<file path="src/rtl/i2c_poll_sequencer_pkg.sv">
// Shared types for the I2C register poller: controller transaction kinds,
// poller FSM states and register-pointer arithmetic.
package i2c_poll_sequencer_pkg;

  typedef enum logic {
    WRITE_8BIT_REGISTER = 1'b0,
    READ_8BIT           = 1'b1
  } i2c_transaction_t;

  typedef enum logic [2:0] {
    S_IDLE,
    S_PTR_REQ,
    S_PTR_WAIT,
    S_RD_REQ,
    S_RD_WAIT,
    S_COMMIT,
    S_ABORT
  } poll_state_t;

  // Register pointers wrap modulo 256 (base 8'hFF, offset 1 -> 8'h00).
  function automatic logic [7:0] reg_ptr(input logic [7:0] base, input logic [7:0] offset);
    return base + offset;
  endfunction

endpackage

</file>
<file path="src/rtl/i2c_poll_sequencer_tick_gen.sv">
// Free-running frame-rate divider: reloadable down-counter that emits a
// one-cycle tick each time it reaches zero.
module poll_tick_gen #(
  parameter int unsigned DIVIDE = 120_000
) (
  input  logic clk,
  input  logic rst,
  output logic tick
);

  localparam int unsigned CW = (DIVIDE > 1) ? $clog2(DIVIDE) : 1;
  localparam logic [CW-1:0] RELOAD = CW'(DIVIDE - 1);

  logic [CW-1:0] cnt_q;
  logic          tick_q;

  always_ff @(posedge clk) begin
    if (rst) begin
      cnt_q  <= RELOAD;
      tick_q <= 1'b0;
    end else if (cnt_q == '0) begin
      cnt_q  <= RELOAD;
      tick_q <= 1'b1;
    end else begin
      cnt_q  <= cnt_q - 1'b1;
      tick_q <= 1'b0;
    end
  end

  assign tick = tick_q;

endmodule

</file>
<file path="src/rtl/i2c_poll_sequencer.sv">
// Periodic I2C register poller: per frame writes each register pointer, reads
// one byte back, and publishes the whole set as one coherent snapshot.
module i2c_poll_sequencer
  import i2c_poll_sequencer_pkg::*;
#(
  parameter int unsigned CLK_HZ         = 12_000_000,
  parameter int unsigned POLL_HZ        = 100,
  parameter logic [6:0]  DEVICE_ADDR    = 7'h38,
  parameter logic [7:0]  BASE_REG       = 8'h03,
  parameter int unsigned NUM_REGS       = 4,
  parameter int unsigned TIMEOUT_CYCLES = 4000
) (
  input  logic                    clk,
  input  logic                    rst,
  input  logic                    ena,
  input  logic                    c_ready,
  output logic                    c_valid,
  output i2c_transaction_t        c_mode,
  output logic [6:0]              c_addr,
  output logic [7:0]              c_data,
  input  logic                    c_o_valid,
  input  logic [7:0]              c_o_data,
  output logic [NUM_REGS*8-1:0]   regs,
  output logic                    frame_valid,
  output logic                    busy,
  output logic                    timeout_err,
  output logic                    overrun_err
);

  localparam int unsigned DIVIDE = ((CLK_HZ / POLL_HZ) > 0) ? (CLK_HZ / POLL_HZ) : 1;
  localparam int unsigned IW     = $clog2(NUM_REGS) + 1;
  localparam int unsigned WW     = (TIMEOUT_CYCLES > 1) ? $clog2(TIMEOUT_CYCLES) : 1;
  localparam logic [IW-1:0] LAST_IDX = IW'(NUM_REGS - 1);
  localparam logic [WW-1:0] WD_LOAD  = WW'(TIMEOUT_CYCLES - 1);

  logic tick;

  poll_tick_gen #(
    .DIVIDE (DIVIDE)
  ) u_tick (
    .clk  (clk),
    .rst  (rst),
    .tick (tick)
  );

  poll_state_t           state_q;
  logic [IW-1:0]         idx_q;
  logic [WW-1:0]         wd_q;
  logic                  c_valid_q;
  i2c_transaction_t      c_mode_q;
  logic [7:0]            c_data_q;
  logic [NUM_REGS*8-1:0] shadow_q;
  logic [NUM_REGS*8-1:0] regs_q;
  logic                  frame_valid_q;
  logic                  timeout_err_q;
  logic                  overrun_err_q;

  always_ff @(posedge clk) begin
    if (rst) begin
      state_q       <= S_IDLE;
      idx_q         <= '0;
      wd_q          <= '0;
      c_valid_q     <= 1'b0;
      c_mode_q      <= WRITE_8BIT_REGISTER;
      c_data_q      <= '0;
      shadow_q      <= '0;
      regs_q        <= '0;
      frame_valid_q <= 1'b0;
      timeout_err_q <= 1'b0;
      overrun_err_q <= 1'b0;
    end else begin
      frame_valid_q <= 1'b0;
      if (tick && (state_q != S_IDLE)) begin
        overrun_err_q <= 1'b1;
      end

      // Watchdog is a down-counter loaded on every *_REQ entry; a completion
      // event in the same cycle as terminal count wins over the abort.
      case (state_q)
        S_IDLE: begin
          if (tick && ena) begin
            idx_q     <= '0;
            wd_q      <= WD_LOAD;
            c_valid_q <= 1'b1;
            c_mode_q  <= WRITE_8BIT_REGISTER;
            c_data_q  <= reg_ptr(BASE_REG, 8'd0);
            state_q   <= S_PTR_REQ;
          end
        end

        S_PTR_REQ: begin
          if (c_ready) begin
            c_valid_q <= 1'b0;
            wd_q      <= (wd_q == '0) ? '0 : wd_q - 1'b1;
            state_q   <= S_PTR_WAIT;
          end else if (wd_q == '0) begin
            c_valid_q <= 1'b0;
            state_q   <= S_ABORT;
          end else begin
            wd_q <= wd_q - 1'b1;
          end
        end

        S_PTR_WAIT: begin
          if (c_ready) begin
            wd_q      <= WD_LOAD;
            c_valid_q <= 1'b1;
            c_mode_q  <= READ_8BIT;
            state_q   <= S_RD_REQ;
          end else if (wd_q == '0) begin
            state_q <= S_ABORT;
          end else begin
            wd_q <= wd_q - 1'b1;
          end
        end

        S_RD_REQ: begin
          if (c_ready) begin
            c_valid_q <= 1'b0;
            wd_q      <= (wd_q == '0) ? '0 : wd_q - 1'b1;
            state_q   <= S_RD_WAIT;
          end else if (wd_q == '0) begin
            c_valid_q <= 1'b0;
            state_q   <= S_ABORT;
          end else begin
            wd_q <= wd_q - 1'b1;
          end
        end

        S_RD_WAIT: begin
          if (c_ready) begin
            if (!c_o_valid) begin
              state_q <= S_ABORT;
            end else begin
              for (int k = 0; k < NUM_REGS; k++) begin
                if (idx_q == IW'(k)) begin
                  shadow_q[8*k +: 8] <= c_o_data;
                end
              end
              if (idx_q == LAST_IDX) begin
                state_q <= S_COMMIT;
              end else begin
                idx_q     <= idx_q + 1'b1;
                wd_q      <= WD_LOAD;
                c_valid_q <= 1'b1;
                c_mode_q  <= WRITE_8BIT_REGISTER;
                c_data_q  <= reg_ptr(BASE_REG, 8'(idx_q + 1'b1));
                state_q   <= S_PTR_REQ;
              end
            end
          end else if (wd_q == '0) begin
            state_q <= S_ABORT;
          end else begin
            wd_q <= wd_q - 1'b1;
          end
        end

        S_COMMIT: begin
          regs_q        <= shadow_q;
          frame_valid_q <= 1'b1;
          state_q       <= S_IDLE;
        end

        S_ABORT: begin
          timeout_err_q <= 1'b1;
          state_q       <= S_IDLE;
        end

        default: begin
          c_valid_q <= 1'b0;
          state_q   <= S_IDLE;
        end
      endcase
    end
  end

  assign c_valid     = c_valid_q;
  assign c_mode      = c_mode_q;
  assign c_addr      = DEVICE_ADDR;
  assign c_data      = c_data_q;
  assign regs        = regs_q;
  assign frame_valid = frame_valid_q;
  assign busy        = (state_q != S_IDLE);
  assign timeout_err = timeout_err_q;
  assign overrun_err = overrun_err_q;

endmodule

</file>
<file path="config.mk">
export PLATFORM = sky130hd
export DESIGN_NAME = i2c_poll_sequencer
export DESIGN_NICKNAME = d
export VERILOG_FILES = /design/src/rtl/i2c_poll_sequencer_pkg.sv /design/src/rtl/i2c_poll_sequencer_tick_gen.sv /design/src/rtl/i2c_poll_sequencer.sv
export SDC_FILE = /design/constraint.sdc
export NUM_CORES = 1
export LEC_CHECK = 0
export CAP_MARGIN = 20
export CORE_UTILIZATION = 50
export DETAILED_ROUTE_END_ITERATION = 7
export PLACE_DENSITY = 0.74
export SYNTH_ARGS = -nofsm -noshare
export SYNTH_HDL_FRONTEND = slang
export SYNTH_SLANG_ARGS = --single-unit
</file>
<file path="constraint.sdc">
create_clock -name clk -period 3.5 [get_ports clk]
set_input_delay 0.7 -clock clk [delete_from_list [all_inputs] [get_ports clk]]
set_output_delay 0.7 -clock clk [all_outputs]
set_load 0.05 [all_outputs]
</file>
## After elaboration in Yosys (flattened, before gate mapping)

Index checks and enable logic that the tools add are counted.

- Register bits: 113
- Latch bits: 0
- Bits in writable memories: 0
- Bits in read-only memories: 0
- Input bits: 13
- Memories kept: 0

- $add $sub $neg: 5
- $mul: 0
- Div/mod/pow operators: 0
- $lt $le $gt $ge: 0
- Equal/unequal tests: 17
- Shift-type cells: 0
- Muxes and demuxes: 43
- Bitwise logic cells: 1
- Reductions and logical operators: 21

Operator list:

| operator | number |
|---|---|
| 12-bit 2-to-1 mux | 8 |
| 12-bit one-hot mux with 4 select lines | 1 |
| 3-bit 2-to-1 mux | 12 |
| 8-bit 2-to-1 mux | 4 |
| 4-bit AND reduction | 5 |
| 17-bit logical NOT | 1 |
| 17-bit by 1-bit subtractor with 17-bit output, second input constant | 1 |
| 8-bit one-hot mux with 2 select lines | 1 |
| 3-bit one-hot mux with 5 select lines | 1 |
| 1-bit 2-to-1 mux | 13 |
| 3-bit by 2-bit == test with 1-bit output, second input constant | 4 |
| 12-bit logical NOT | 1 |
| 12-bit by 1-bit subtractor with 12-bit output, second input constant | 1 |
| 2-bit inequality test, second input constant | 5 |
| 3-bit == test, second input constant | 3 |
| 7-bit AND reduction | 1 |
| 3-bit by 1-bit == test with 1-bit output, second input constant | 2 |
| 3-bit logical NOT | 2 |
| 3-bit inequality test, second input constant | 2 |
| 3-bit one-hot mux with 2 select lines | 1 |
| 6-bit AND reduction | 1 |
| 3-bit nonzero test | 2 |
| 2-bit OR reduction | 3 |
| 2-bit by 4-bit adder with 5-bit output, first input constant | 1 |
| 10 further kinds | 11 |

## Depth between registers and ports, before layout

Gate-level depths: netlist (run 1).

- Depth after elaboration: 6
- Gate-level depth with buffers: 10
- Gate-level depth less buffers: 10

## Cells and area by module

From an unflattened synthesis (run 1), not the netlist that was laid out.

- Cell total of the unflattened synthesis: 574
- Area, all modules: 4675.7 um^2

By module, submodules not included:

| module | instances | cells an instance | area an instance (um^2) | seq. area each (um^2) |
|---|---|---|---|---|
| i2c_poll_sequencer | 1 | 490 | 3908.7 | 1821.7 |
| poll_tick_gen | 1 | 84 | 767.0 | 360.3 |

## Worst setup path after synthesis (run 1)

No wires, ideal clock.

- Path kind: register to register
- From: register wd_q[0]
- To: register wd_q[0]
- Setup time: 0.070 ns
- Data arrival time: 2.010 ns
- Path slack: 1.420 ns
- Cell stages (with the launch flop): 11
- Path buffers: 0
- Clock period less this slack: 2.080 ns
- Cell sequence: dfxtp_1 -> inv_1 -> ha_1 -> nor3b_1 -> nand4_2 -> ha_1 -> nand2b_1 -> o21ai_0 -> a32oi_1 -> o221ai_1 -> a21oi_1

- Cells in the longest elaborated chain, start to end: 4

RTL lines:

| what | line | source |
|---|---|---|
| from (decl) | i2c_poll_sequencer.sv:48 | `logic [WW-1:0] wd_q;` |
| from (signal assigned) | i2c_poll_sequencer.sv:94 | `wd_q <= (wd_q == '0) ? '0 : wd_q - 1'b1;` |
| from (signal assigned) | i2c_poll_sequencer.sv:100 | `wd_q <= wd_q - 1'b1;` |
| from (signal assigned) | i2c_poll_sequencer.sv:113 | `wd_q <= wd_q - 1'b1;` |
| 12-bit by 1-bit subtractor with 12-bit output / 12-bit logical NOT (equally long branches) | -- |  |
| 12-bit 2-to-1 mux (on tied branches) | -- |  |
| 12-bit 2-to-1 mux (on tied branches) | i2c_poll_sequencer.sv:131, i2c_poll_sequencer.sv:92, i2c_poll_sequencer.sv:105 |  |
| 12-bit one-hot mux with 4 select lines (*) | i2c_poll_sequencer.sv:79 | `case (state_q)` |

Every way passes the cells marked *; elsewhere a longest branch is shown, timed or not.
A chain may end at the register's enable or synchronous reset.

## Worst setup path in the final report (run 1)

- From: register state_q[2]
- To: output busy

- Cells in the longest elaborated chain, start to end: 1

RTL lines:

| what | line | source |
|---|---|---|
| from (decl) | i2c_poll_sequencer.sv:46 | `poll_state_t state_q;` |
| from (signal assigned) | i2c_poll_sequencer.sv:60 | `state_q <= S_IDLE;` |
| from (signal assigned) | i2c_poll_sequencer.sv:87 | `state_q <= S_PTR_REQ;` |
| from (signal assigned) | i2c_poll_sequencer.sv:95 | `state_q <= S_PTR_WAIT;` |
| 3-bit nonzero test | i2c_poll_sequencer.sv:183 | `assign busy = (state_q != S_IDLE);` |
| to (decl) | i2c_poll_sequencer.sv:25 | `output logic busy,` |

No other way between the ends.

==> results of run 1 <==
## per-layer routing
| metal | up-vias | share of wire [%] | global-route usage (%) |
|---|---|---|---|
| met2 | 97 | 47 | 35.4 |
| met5 | - | 0 | 0 |
| met4 | 0 | 0.95 | 5.43 |
| met3 | 11 | 4.9 | 4.24 |
| li1 | 1859 | - | - |
| met1 | 1769 | 47 | 28.0 |
## kinds of logic after synthesis
| logic type | Yosys count |
|---|---|
| XOR/XNOR | 11 |
| AO/OA/AOI/OAI | 93 |
| buffers and inverters | 47 |
| AND/OR/NAND/NOR | 222 |
| other | 2 |
| adder cells (fa/ha/maj) | 8 |
| multiplexers | 32 |
| flip-flops | 109 |
## cells in the final DEF, fill, tap and decap left out, drive strengths merged, types with 5 or more instances in the layout
cell and instances:
nor3 13, nor2 66, nand2b 5, clkbuf 9, mux2i 32, ha 8
nand2 92, nor4 5, dfxtp 109, xnor2 7, nand4 5, o21ai 16
inv 13, or3 8, o31ai 5, conb 11, clkdlybuf4s50 53, a31oi 10
nand3 7, a21oi 41, buf 7
## cell type report
class                      count  area [sq um]
fill                         792          3470
tap                          108           135
multi-input combinational    377          2160
sequential                   109          2180
inverter                      11          41.3
timing repair buffer          60           593
clock inverter                 7          58.8
clock buffer                   9           124
## state kept, by name, summed over array words and instances (netlist names)
| signal | count |
|---|---|
| shadow_q | 32 |
| u_tick.tick | 1 |
| c_valid | 1 |
| overrun_err | 1 |
| regs | 32 |
| u_tick.cnt_q | 17 |
| c_mode | 1 |
| wd_q | 12 |
| c_data | 4 |
| frame_valid | 1 |
| idx_q | 3 |
| state_q | 3 |
| timeout_err | 1 |
## worst max-delay path by stage
stage | start | end | slack, ns | depth (start not counted)
5_1_grt | state_q[2]$_SDFFE_PP0N_ | busy | 0.56 | 2
3_5_place_dp | c_o_valid | shadow_q[15]$_SDFFE_PP0P_ | 0.78 | 6
4_1_cts | state_q[2]$_SDFFE_PP0N_ | busy | 0.64 | 2
2_1_floorplan | wd_q[0]$_SDFFE_PP0P_ | wd_q[0]$_SDFFE_PP0P_ | 1.42 | 10
6_report | state_q[2]$_SDFFE_PP0N_ | busy | 0.66 | 2
3_3_place_gp | ena | wd_q[2]$_SDFFE_PP0P_ | 0.81 | 6
## report_power, final
part / leakage [uW] / internal [uW] / total [uW] / switching (uW)
logic: 0.00105 / 21.7 / 85.4 / 63.6
registers: 0.000879 / 1240 / 1240 / 1.70
clock network: 0.0000888 / 268 / 712 / 444
## metrics by stage
step / setup slack (ns) / power [uW] / hold WS, ns / area [sq um]
5_1_grt: 0.558 / 2120 / 0.437 / 5290
2_1_floorplan: 1.42 / 1340 / 0.371 / 4570
3_5_place_dp: 0.778 / 1360 / 0.388 / 5090
4_1_cts: 0.644 / 2060 / 0.412 / 5270
6_report: 0.663 / 2040 / 0.409 / 5290
3_3_place_gp: 0.814 / 1350 / 0.382 / 5090
==> metrics.txt, run 1 <==
number of buffers and inverters on the critical path=1; cell depth of the worst hold path=1; mapped cell area=4530 sq um; shortest period the worst path allows=2.84 ns; RSZ-0062 raised after global routing=no; Placed Cells=664; wire per inst=~14 microns; fraction of synthesized area in multiplexers=7.07%; latest clock arrival within the worst-skew pair=roughly 0.37 ns; Inserted Clock Buffers=9; WS Path Type=flop to primary output; Post-synth top flop=sky130_fd_sc_hd__dfxtp_1; hold path start=u_tick.cnt_q[0]$_SDFF_PP1_; xor and xnor area share after synthesis=2.13%; per-cell via count in the routed design=5.49; number of gates resized after CTS=0; portion of the post-synthesis area used by sequential elements=between 40% and 50%; Worst Setup Start Kind=flop; depth of the most critical reg-to-reg path=10; total of flip-flops plus latches after synthesis=109; share of layout cells above drive strength 1=just under 6%; Area growth, synth to finish=16.7%; post-route ant nets=0; pin count of the biggest net entering global routing=65; number of endpoints failing setup at the final stage=0; cell taking the most area after synthesis=sky130_fd_sc_hd__dfxtp_1; dominant delay contributor by cell family on the critical path=buffers and inverters; overall global routing resource usage=21.2%; total gr overflow=0; synthesized area per cell=a little under 9 sq um; class of the tightest hold or removal check=flop to flop; Hold Crit Endpoint=u_tick.cnt_q[0]$_SDFF_PP1_; portion of the clock cycle consumed by the worst path in the final layout=81.0%; most frequently used cell type in the post-synthesis netlist=sky130_fd_sc_hd__dfxtp_1; portion of synthesized cell area occupied by the leading cell type=48.1%; Simple-Gate Fraction of Synth Area=22.6%; sum of negative setup slack=0 ns; clock skew after layout=0.00846 ns; drt first pass iters=5; fraction of registers with async set or reset after synthesis=0%; maximum fanout along the worst path=21; DIE WIDTH=97.2 microns; final instance count without filler cells=681; 1st-iter DRT viols=120; Ports=66; area enclosed by the die boundary=9450 sq um; worst ir drop on vdd=0.242 mV; Starting Density=between 50% and 60%; number of failing hold endpoints at the final stage=0; number of global-route vias before repair=between 3000 and 4000; # diodes=0; worst slew pin tran=between 0.6 and 0.7 ns; Critical Path Slowest Stage Cell=sky130_fd_sc_hd__clkdlybuf4s50_1; leading cell types by count after synthesis=sky130_fd_sc_hd__dfxtp_1, sky130_fd_sc_hd__nand2_1, sky130_fd_sc_hd__nor2_1; Warnings, synthesis=0; data arrival time of the critical path=roughly 2.1 ns; total clock sinks=109; required time at the worst-slack endpoint=2.80 ns; element type at the critical path end=primary output; Reg-to-Reg Start=wd_q[0]$_SDFFE_PP0P_; TritonCTS clock tree=done; Net count, final=589; clock transition time at the flip-flop clock pins of the worst setup and hold paths=0.10 ns; most area-consuming cells after synthesis=sky130_fd_sc_hd__dfxtp_1, sky130_fd_sc_hd__nand2_1, sky130_fd_sc_hd__mux2i_1; R2R Path End=wd_q[0]$_SDFFE_PP0P_; distinct cell type count after synthesis=52; delay of the slowest cell on the worst path=0.82 ns; via count=3736; Synth Instances=524; CTS Hold Buffers Added=0; dominant combinational cell family by area after synthesis=simple AND/OR/NAND/NOR gates; DP HPWL=6680 microns; number of buffers on the longest clock path=2; power per unit of standard cell area=slightly below 400 nW/um^2; Die Height=around 97 microns; deepest level of the CTS H-tree=3; Final Routed Wirelength=about 9700 microns; row count=34; placeable core area=roughly 8800 sq um; area share of fa/ha/maj cells after synthesis=2.21%; number of DRC violations after detailed routing=0; number of enable flip-flop cells after synthesis=0; setup slack of the worst register-to-register path=a little under 1 ns; number of max-slew violations in the final report=0; run status=complete, no violations; Synth Area in Compound Gates=12.5%; routability cong.=approximately 0.81; buffer type at the clock tree root=sky130_fd_sc_hd__clkbuf_8; tightest slew margin relative to the limit=58.7%; cell breakdown of the critical path=or3_1 -> clkdlybuf4s50_1; Post-Route Utilization=roughly 60%; number of antenna violations at the first check in global routing=0; first-pass GRT wire length=16500 microns; number of maximum-capacitance constraint violations=0; post-CTS setup buffer count=0; count of buffers from port buffering=54; leakage power=a little over 0.002 uW; highest clock frequency the design can meet=0.353 GHz
Power figures use the tool's default switching activity.
==> run 2: changes to the inputs <==
Settings changed: CORE_UTILIZATION 50 to 49, PLACE_DENSITY 0.74 to 0.76.
Clock period 3.5 ns to 2.6 ns, I/O delays scaled along.
==> run 2 against run 1 <==
Combinational power is 31% higher. Flip-flop and latch count stayed put. Largest cell class unchanged. Die area is 2.0% higher. First-iteration DRC count grew 59%. Via count grew 1.6%. Critical endpoint unchanged. Hold slack got worse by 0.0013 ns. Clock-buffer cell count increased by 1. Largest power group unchanged. Cell area grew 1.3%. Critical path type unchanged. Setup slack got worse by 0.55 ns. The run now ends with design-rule violations left. Non-clock buffer count grew 8.
==> metrics.txt, run 2 (same netlist as run 1, synthesis figures left out) <==
maximum fanout along the worst path=12 (-43%); worst hold slack after final layout=0.407 ns (-0.00130 ns); share of layout cells above drive strength 1=7.06% (+1.1 points); number of buffers and inverters on the critical path=1 (unchanged); WS Path Type=flop to primary output; DP HPWL=6930 microns (+3.7%); RSZ-0062 raised after global routing=no; Design Area, Final=5360 sq um (+1.3%); run status=finished, violations left; Worst Setup Start Kind=flop; number of antenna violations at the first check in global routing=0 (unchanged); Final Routed Wirelength=10100 microns (+4.1%); clock transition time at the flip-flop clock pins of the worst setup and hold paths=0.10 ns (about the same); # diodes=0 (unchanged); switching power as a share of total power=24.3% (-0.65 points); number of failing hold endpoints at the final stage=0 (unchanged); worst slew pin tran=0.988 ns (+0.368 ns); area enclosed by the die boundary=9640 sq um (+2.0%); Post-Route Utilization=60.6% (+0.23 points); highest clock frequency the design can meet=0.402 GHz; sum of negative setup slack=0 ns (unchanged); Area growth, synth to finish=18.3%; cell depth of the worst hold path=1 (unchanged); number of gates resized after CTS=0 (unchanged); worst ir drop on vdd=0.337 mV (+39%); TritonCTS clock tree=done; power share of the sequential group=58.6% (-2.4 points); Hold Crit Endpoint=u_tick.cnt_q[0]$_SDFF_PP1_; class of the tightest hold or removal check=flop to flop; Int Pwr=2160 uW (+41%); number of endpoints failing setup at the final stage=0 (unchanged); CTS Hold Buffers Added=0 (unchanged); setup slack of the worst register-to-register path=0.32 ns (-0.67 ns); Starting Density=51.2% (-0.50 points); most common cell after layout, fill and taps aside=sky130_fd_sc_hd__dfxtp_1; total gr overflow=0 (unchanged); shortest period the worst path allows=approximately 2.5 ns; DIE WIDTH=98.2 microns (+1.0%); Ports=66 (unchanged); count of buffers from port buffering=54 (unchanged); depth of the most critical reg-to-reg path=11 (+1); clock power share=37.5% (+2.6 points); first-pass GRT wire length=17100 microns (+3.6%); post-route ant nets=0 (unchanged); tightest slew margin relative to the limit=34.2% (-25 points); per-cell via count in the routed design=5.51 (+0.43%); number of buffers on the longest clock path=2 (unchanged); post-CTS setup buffer count=0 (unchanged); Die Height=98.2 microns (+1.0%); required time at the worst-slack endpoint=2.08 ns (-0.72 ns); R2R Path End=wd_q[0]$_SDFFE_PP0P_; via count=3796 (+1.6%); delay of the slowest cell on the worst path=0.82 ns (about the same); Reg-to-Reg Start=wd_q[0]$_SDFFE_PP0P_; number of max-slew violations in the final report=0 (unchanged); Tot Pwr=2860 uW (+40%); number of global-route vias before repair=3641 (+1.9%); overall global routing resource usage=22.0% (+0.85 points); number of DRC violations after detailed routing=4 (+4); deepest level of the CTS H-tree=3 (unchanged); commonest cells after routing, fill and taps aside=sky130_fd_sc_hd__dfxtp_1, sky130_fd_sc_hd__nand2_1, sky130_fd_sc_hd__nor2_1; Inserted Clock Buffers=9 (unchanged); wire per inst=14.6 microns (+2.9%); clock skew after layout=0.0141 ns (+0.00563 ns); failing checks=design-rule violations; total clock sinks=109 (unchanged); Net count, final=597 (+1.4%); reported net switching power=695 uW (+36%); buffer type at the clock tree root=sky130_fd_sc_hd__clkbuf_8; latest clock arrival within the worst-skew pair=0.37 ns (about the same); leakage power=0.00207 uW (+2.6%); Critical Path Slowest Stage Cell=sky130_fd_sc_hd__clkdlybuf4s50_1; number of maximum-capacitance constraint violations=0 (unchanged); routability cong.=0.819 (+1.1%); area of placed instances=5160 sq um (+1.3%); pin count of the biggest net entering global routing=57 (-12%); cell breakdown of the critical path=or3_1 -> clkdlybuf4s50_1; 1st-iter DRT viols=191 (+59%); placeable core area=8850 sq um (+0.97%); element type at the critical path end=primary output; power per unit of standard cell area=533 nW/um^2 (+38%); dominant delay contributor by cell family on the critical path=buffers and inverters; drt first pass iters=8 (+3); hold path start=u_tick.cnt_q[0]$_SDFF_PP1_; row count=34 (unchanged); portion of the clock cycle consumed by the worst path in the final layout=95.6%; Gate power share=3.9% (-0.3 points); data arrival time of the critical path=1.97 ns (-0.17 ns)
run 2: cell count changes in the layout (fill, tap and decap cells not counted), sizes merged:
cell,delta
clkbuf,+1
clkinvlp,-2
bufinv,+1
buf,+8
run 2: layout make-up:
class,instances,area [sq um]
flip-flops and latches,109,2180
repair buffers,68,641
multi-input cells,377,2160
fillers,765,3490
well taps,108,135
clock inverters,6,78.8
clock buffers,10,128
inverters,11,41.3
run 2: worst register-to-register path, cell delays in order, from the launching register on:
cell and delay (ns):
sky130_fd_sc_hd__dfxtp_1 0.36, sky130_fd_sc_hd__inv_1 0.09, sky130_fd_sc_hd__ha_1 0.24, sky130_fd_sc_hd__nor3b_1 0.22
sky130_fd_sc_hd__buf_4 0.15, sky130_fd_sc_hd__nand4_2 0.17, sky130_fd_sc_hd__ha_1 0.36, sky130_fd_sc_hd__nand2b_1 0.09
sky130_fd_sc_hd__o21ai_0 0.09, sky130_fd_sc_hd__a32oi_1 0.15, sky130_fd_sc_hd__o221ai_1 0.14, sky130_fd_sc_hd__a21oi_1 0.15
run 2: metrics by stage:
step | setup WS [ns] | instances
2_1_floorplan | 0.520 | 533
3_3_place_gp | 0.122 | 673
3_5_place_dp | -0.00420 | 673
4_1_cts | 0.0892 | 689
5_1_grt | 0.000584 | 689
6_report | 0.115 | 689
run 2: how the worst max path moves through the flow:
stage / from / depth (start not counted) / slack (ns) / endpoint
2_1_floorplan: wd_q[0]$_SDFFE_PP0P_ / 10 / 0.52 / wd_q[0]$_SDFFE_PP0P_
3_3_place_gp: c_o_valid / 6 / 0.12 / shadow_q[21]$_SDFFE_PP0P_
3_5_place_dp: c_o_valid / 6 / -0.004 / shadow_q[14]$_SDFFE_PP0P_
4_1_cts: state_q[0]$_SDFFE_PP0N_ / 2 / 0.09 / busy
5_1_grt: state_q[0]$_SDFFE_PP0N_ / 2 / 0.0006 / busy
6_report: state_q[0]$_SDFFE_PP0N_ / 2 / 0.11 / busy
run 2: per-layer routing:
layer | track usage, % | routed length (microns) | up-vias | part of all wire [%]
met5 | 0 | 0 | - | 0
met4 | 8.84 | 172 | 0 | 1.7
met3 | 3.22 | 375 | 13 | 3.7
met2 | 36.1 | 4780 | 80 | 48
met1 | 29.3 | 4730 | 1826 | 47
li1 | - | - | 1877 | -
run 2: power groups by stage:
stage	clock [uW]	combinational (uW)	sequential, uW
after floorplan	0	85.4	1710
after global placement	0	110	1710
after detailed placement	0	111	1710
after CTS	1090	111	1670
after global routing	1150	119	1680
final	1070	112	1670
==> run 3: changes to the inputs <==
Settings changed: GPL_TIMING_DRIVEN set to 0.
==> run 3 against run 2 <==
Largest cell class unchanged. Setup slack gained 0.068 ns. First-iteration DRC count down 15%. Cell area grew 1.2%. Highest routed layer unchanged. Routed wire length up 0.50%. Register-to-register slack got worse by 0.14 ns. Via count is 2.3% higher. Core utilization is 0.74 points higher. Die area unchanged. Hold slack got worse by 0.0039 ns. Fmax increased by 2.8%. Non-clock buffer count rose by 21. The run still ends with design-rule violations left.
==> metrics.txt, run 3 (same netlist as run 1, synthesis figures left out) <==
class of the tightest hold or removal check=flop to flop; number of fill cells=785 (+2.6%); deepest level of the CTS H-tree=3 (unchanged); Net count, final=618 (+3.5%); number of failing hold endpoints at the final stage=0 (unchanged); count of buffers from port buffering=53 (-1.9%); dominant delay contributor by cell family on the critical path=simple AND/OR/NAND/NOR gates; Starting Density=51.2% (unchanged); Die Height=98.2 microns (unchanged); buffer type at the clock tree root=sky130_fd_sc_hd__clkbuf_8; multi-input logic area=2170 sq um (+0.41%); number of maximum-capacitance constraint violations=0 (unchanged); delay of the slowest cell on the worst path=0.37 ns (-0.45 ns); area enclosed by the die boundary=9640 sq um (unchanged); clock skew after layout=0.0120 ns (-0.00207 ns); wire per inst=14.3 microns (-2.3%); Worst Setup Slack post-DPL=-0.00132 ns (+0.00288 ns); number of antenna violations at the first check in global routing=0 (unchanged); Design Area, Final=5430 sq um (+1.2%); data arrival time of the critical path=2.72 ns (+0.75 ns); total clock sinks=109 (unchanged); hold path start=u_tick.cnt_q[0]$_SDFF_PP1_; portion of the clock cycle consumed by the worst path in the final layout=92.9% (-2.6 points); worst ir drop on vdd=0.271 mV (-20%); shortest period the worst path allows=2.42 ns (-0.0684 ns); number of buffers and inverters on the critical path=1 (unchanged); worst slew pin tran=0.726 ns (-0.262 ns); number of max-slew violations in the final report=0 (unchanged); Crit path top cell by count=sky130_fd_sc_hd__ha_1; via count=3883 (+2.3%); Worst Setup Start Kind=flop; drt first pass iters=7 (-1); most common cell after layout, fill and taps aside=sky130_fd_sc_hd__dfxtp_1; Reg-to-Reg Start=wd_q[0]$_SDFFE_PP0P_; cell breakdown of the critical path=inv_1 -> ha_1 -> nor3b_2 -> nand4_4 -> ha_1 -> nand2b_1 -> o21ai_0 -> a32oi_1 -> o221ai_1 -> a21oi_1; overall global routing resource usage=21.4% (-0.57 points); leakage power=0.00209 uW (+0.86%); Area growth, synth to finish=19.7%; first-pass GRT wire length=16700 microns (-2.2%); Tot Pwr=2760 uW (-3.3%); Ports=66 (unchanged); 1st-iter DRT viols=163 (-15%); CTS Hold Buffers Added=0 (unchanged); CP Launch Point=wd_q[0]$_SDFFE_PP0P_; post-route ant nets=0 (unchanged); DIE WIDTH=98.2 microns (unchanged); run status=finished, violations left; failing checks=design-rule violations; element type at the critical path end=flop; area of placed instances=5230 sq um (+1.5%); total gr overflow=0 (unchanged); post-CTS setup buffer count=0 (unchanged); Inserted Clock Buffers=9 (unchanged); Critical Path Slowest Stage Cell=sky130_fd_sc_hd__nor3b_2; highest clock frequency the design can meet=0.414 GHz (+2.8%); commonest cells after routing, fill and taps aside=sky130_fd_sc_hd__dfxtp_1, sky130_fd_sc_hd__nand2_1, sky130_fd_sc_hd__nor2_1; WS Path Type=flop to flop; number of DRC violations after detailed routing=6 (+2); per-cell via count in the routed design=5.48 (-0.59%); DP HPWL=7280 microns (+5.0%); number of buffers on the longest clock path=2 (unchanged); number of endpoints failing setup at the final stage=0 (unchanged); post-route setup slack=0.183 ns (+0.0684 ns); routability cong.=0.870 (+6.2%); pin count of the biggest net entering global routing=20 (-65%); clock transition time at the flip-flop clock pins of the worst setup and hold paths=0.10 ns (about the same); sum of negative setup slack=0 ns (unchanged); # diodes=0 (unchanged); latest clock arrival within the worst-skew pair=0.37 ns (about the same); share of layout cells above drive strength 1=6.49% (-0.57 points); maximum fanout along the worst path=8 (-4); area of all sequential standard cells=2180 sq um (unchanged); required time at the worst-slack endpoint=2.90 ns (+0.82 ns); Final Routed Wirelength=10100 microns (+0.50%); placeable core area=8850 sq um (unchanged); row count=34 (unchanged); number of global-route vias before repair=3599 (-1.2%); tightest slew margin relative to the limit=51.5% (+17 points); power per unit of standard cell area=509 nW/um^2 (-4.5%); TritonCTS clock tree=done
-- run 3: changes by cell type in the layout (fill, tap and decap cells not counted), sizes merged --
cell / previous run / this run
clkbuf: 10 / 32
buf: 15 / 13
clkdlybuf4s50: 53 / 52
bufinv: 1 / 0
clkinvlp: 0 / 1
dlygate4sd2: 0 / 1
-- run 3: layout make-up --
type,count,share of cell area [%]
buffer,36,3.53
clock buffer,9,2.28
clock inverter,6,1.08
inverter,11,0.761
multi-input combinational,377,39.9
sequential,109,40.2
tap,108,2.49
timing repair buffer,53,9.75
-- run 3: metrics by stage --
step | hold slack, ns | instances | utilization (%)
2_1_floorplan | 0.371 | 533 | -
3_3_place_gp | 0.379 | 694 | 59.1
3_5_place_dp | 0.385 | 694 | 59.1
4_1_cts | 0.408 | 709 | 61.2
5_1_grt | 0.437 | 709 | 61.3
6_report | 0.403 | 709 | 61.3
-- run 3: layer usage --
layer	up-vias	wire length [microns]	track usage [%]
met5	-	0	0
met4	0	201	8.15
met3	21	532	2.72
met2	122	4660	35.4
met1	1820	4710	28.7
li1	1920	-	-
-- run 3: what timing repair did --
action / in CTS / in global routing
cloned: 0 / 0
endpoints found under the setup margin: 1 / 1
resized for setup: 1 / 2
pin swaps: 0 / 0
-- run 3: path summary, 6_finish.rpt --
path | to | slack (ns) | cells past startpoint
max | wd_q[0]$_SDFFE_PP0P_ | 0.18 | 10
min | u_tick.cnt_q[0]$_SDFF_PP1_ | 0.40 | 1
max reg2reg | wd_q[0]$_SDFFE_PP0P_ | 0.18 | 10
min reg2reg | u_tick.cnt_q[0]$_SDFF_PP1_ | 0.40 | 1
-- run 3: power by group --
group	internal (uW)	leakage (uW)	switching [uW]
logic	38.6	0.00112	90.8
clock network	362	0.0000890	598
registers	1670	0.000879	2.40
total	2070	0.00209	691
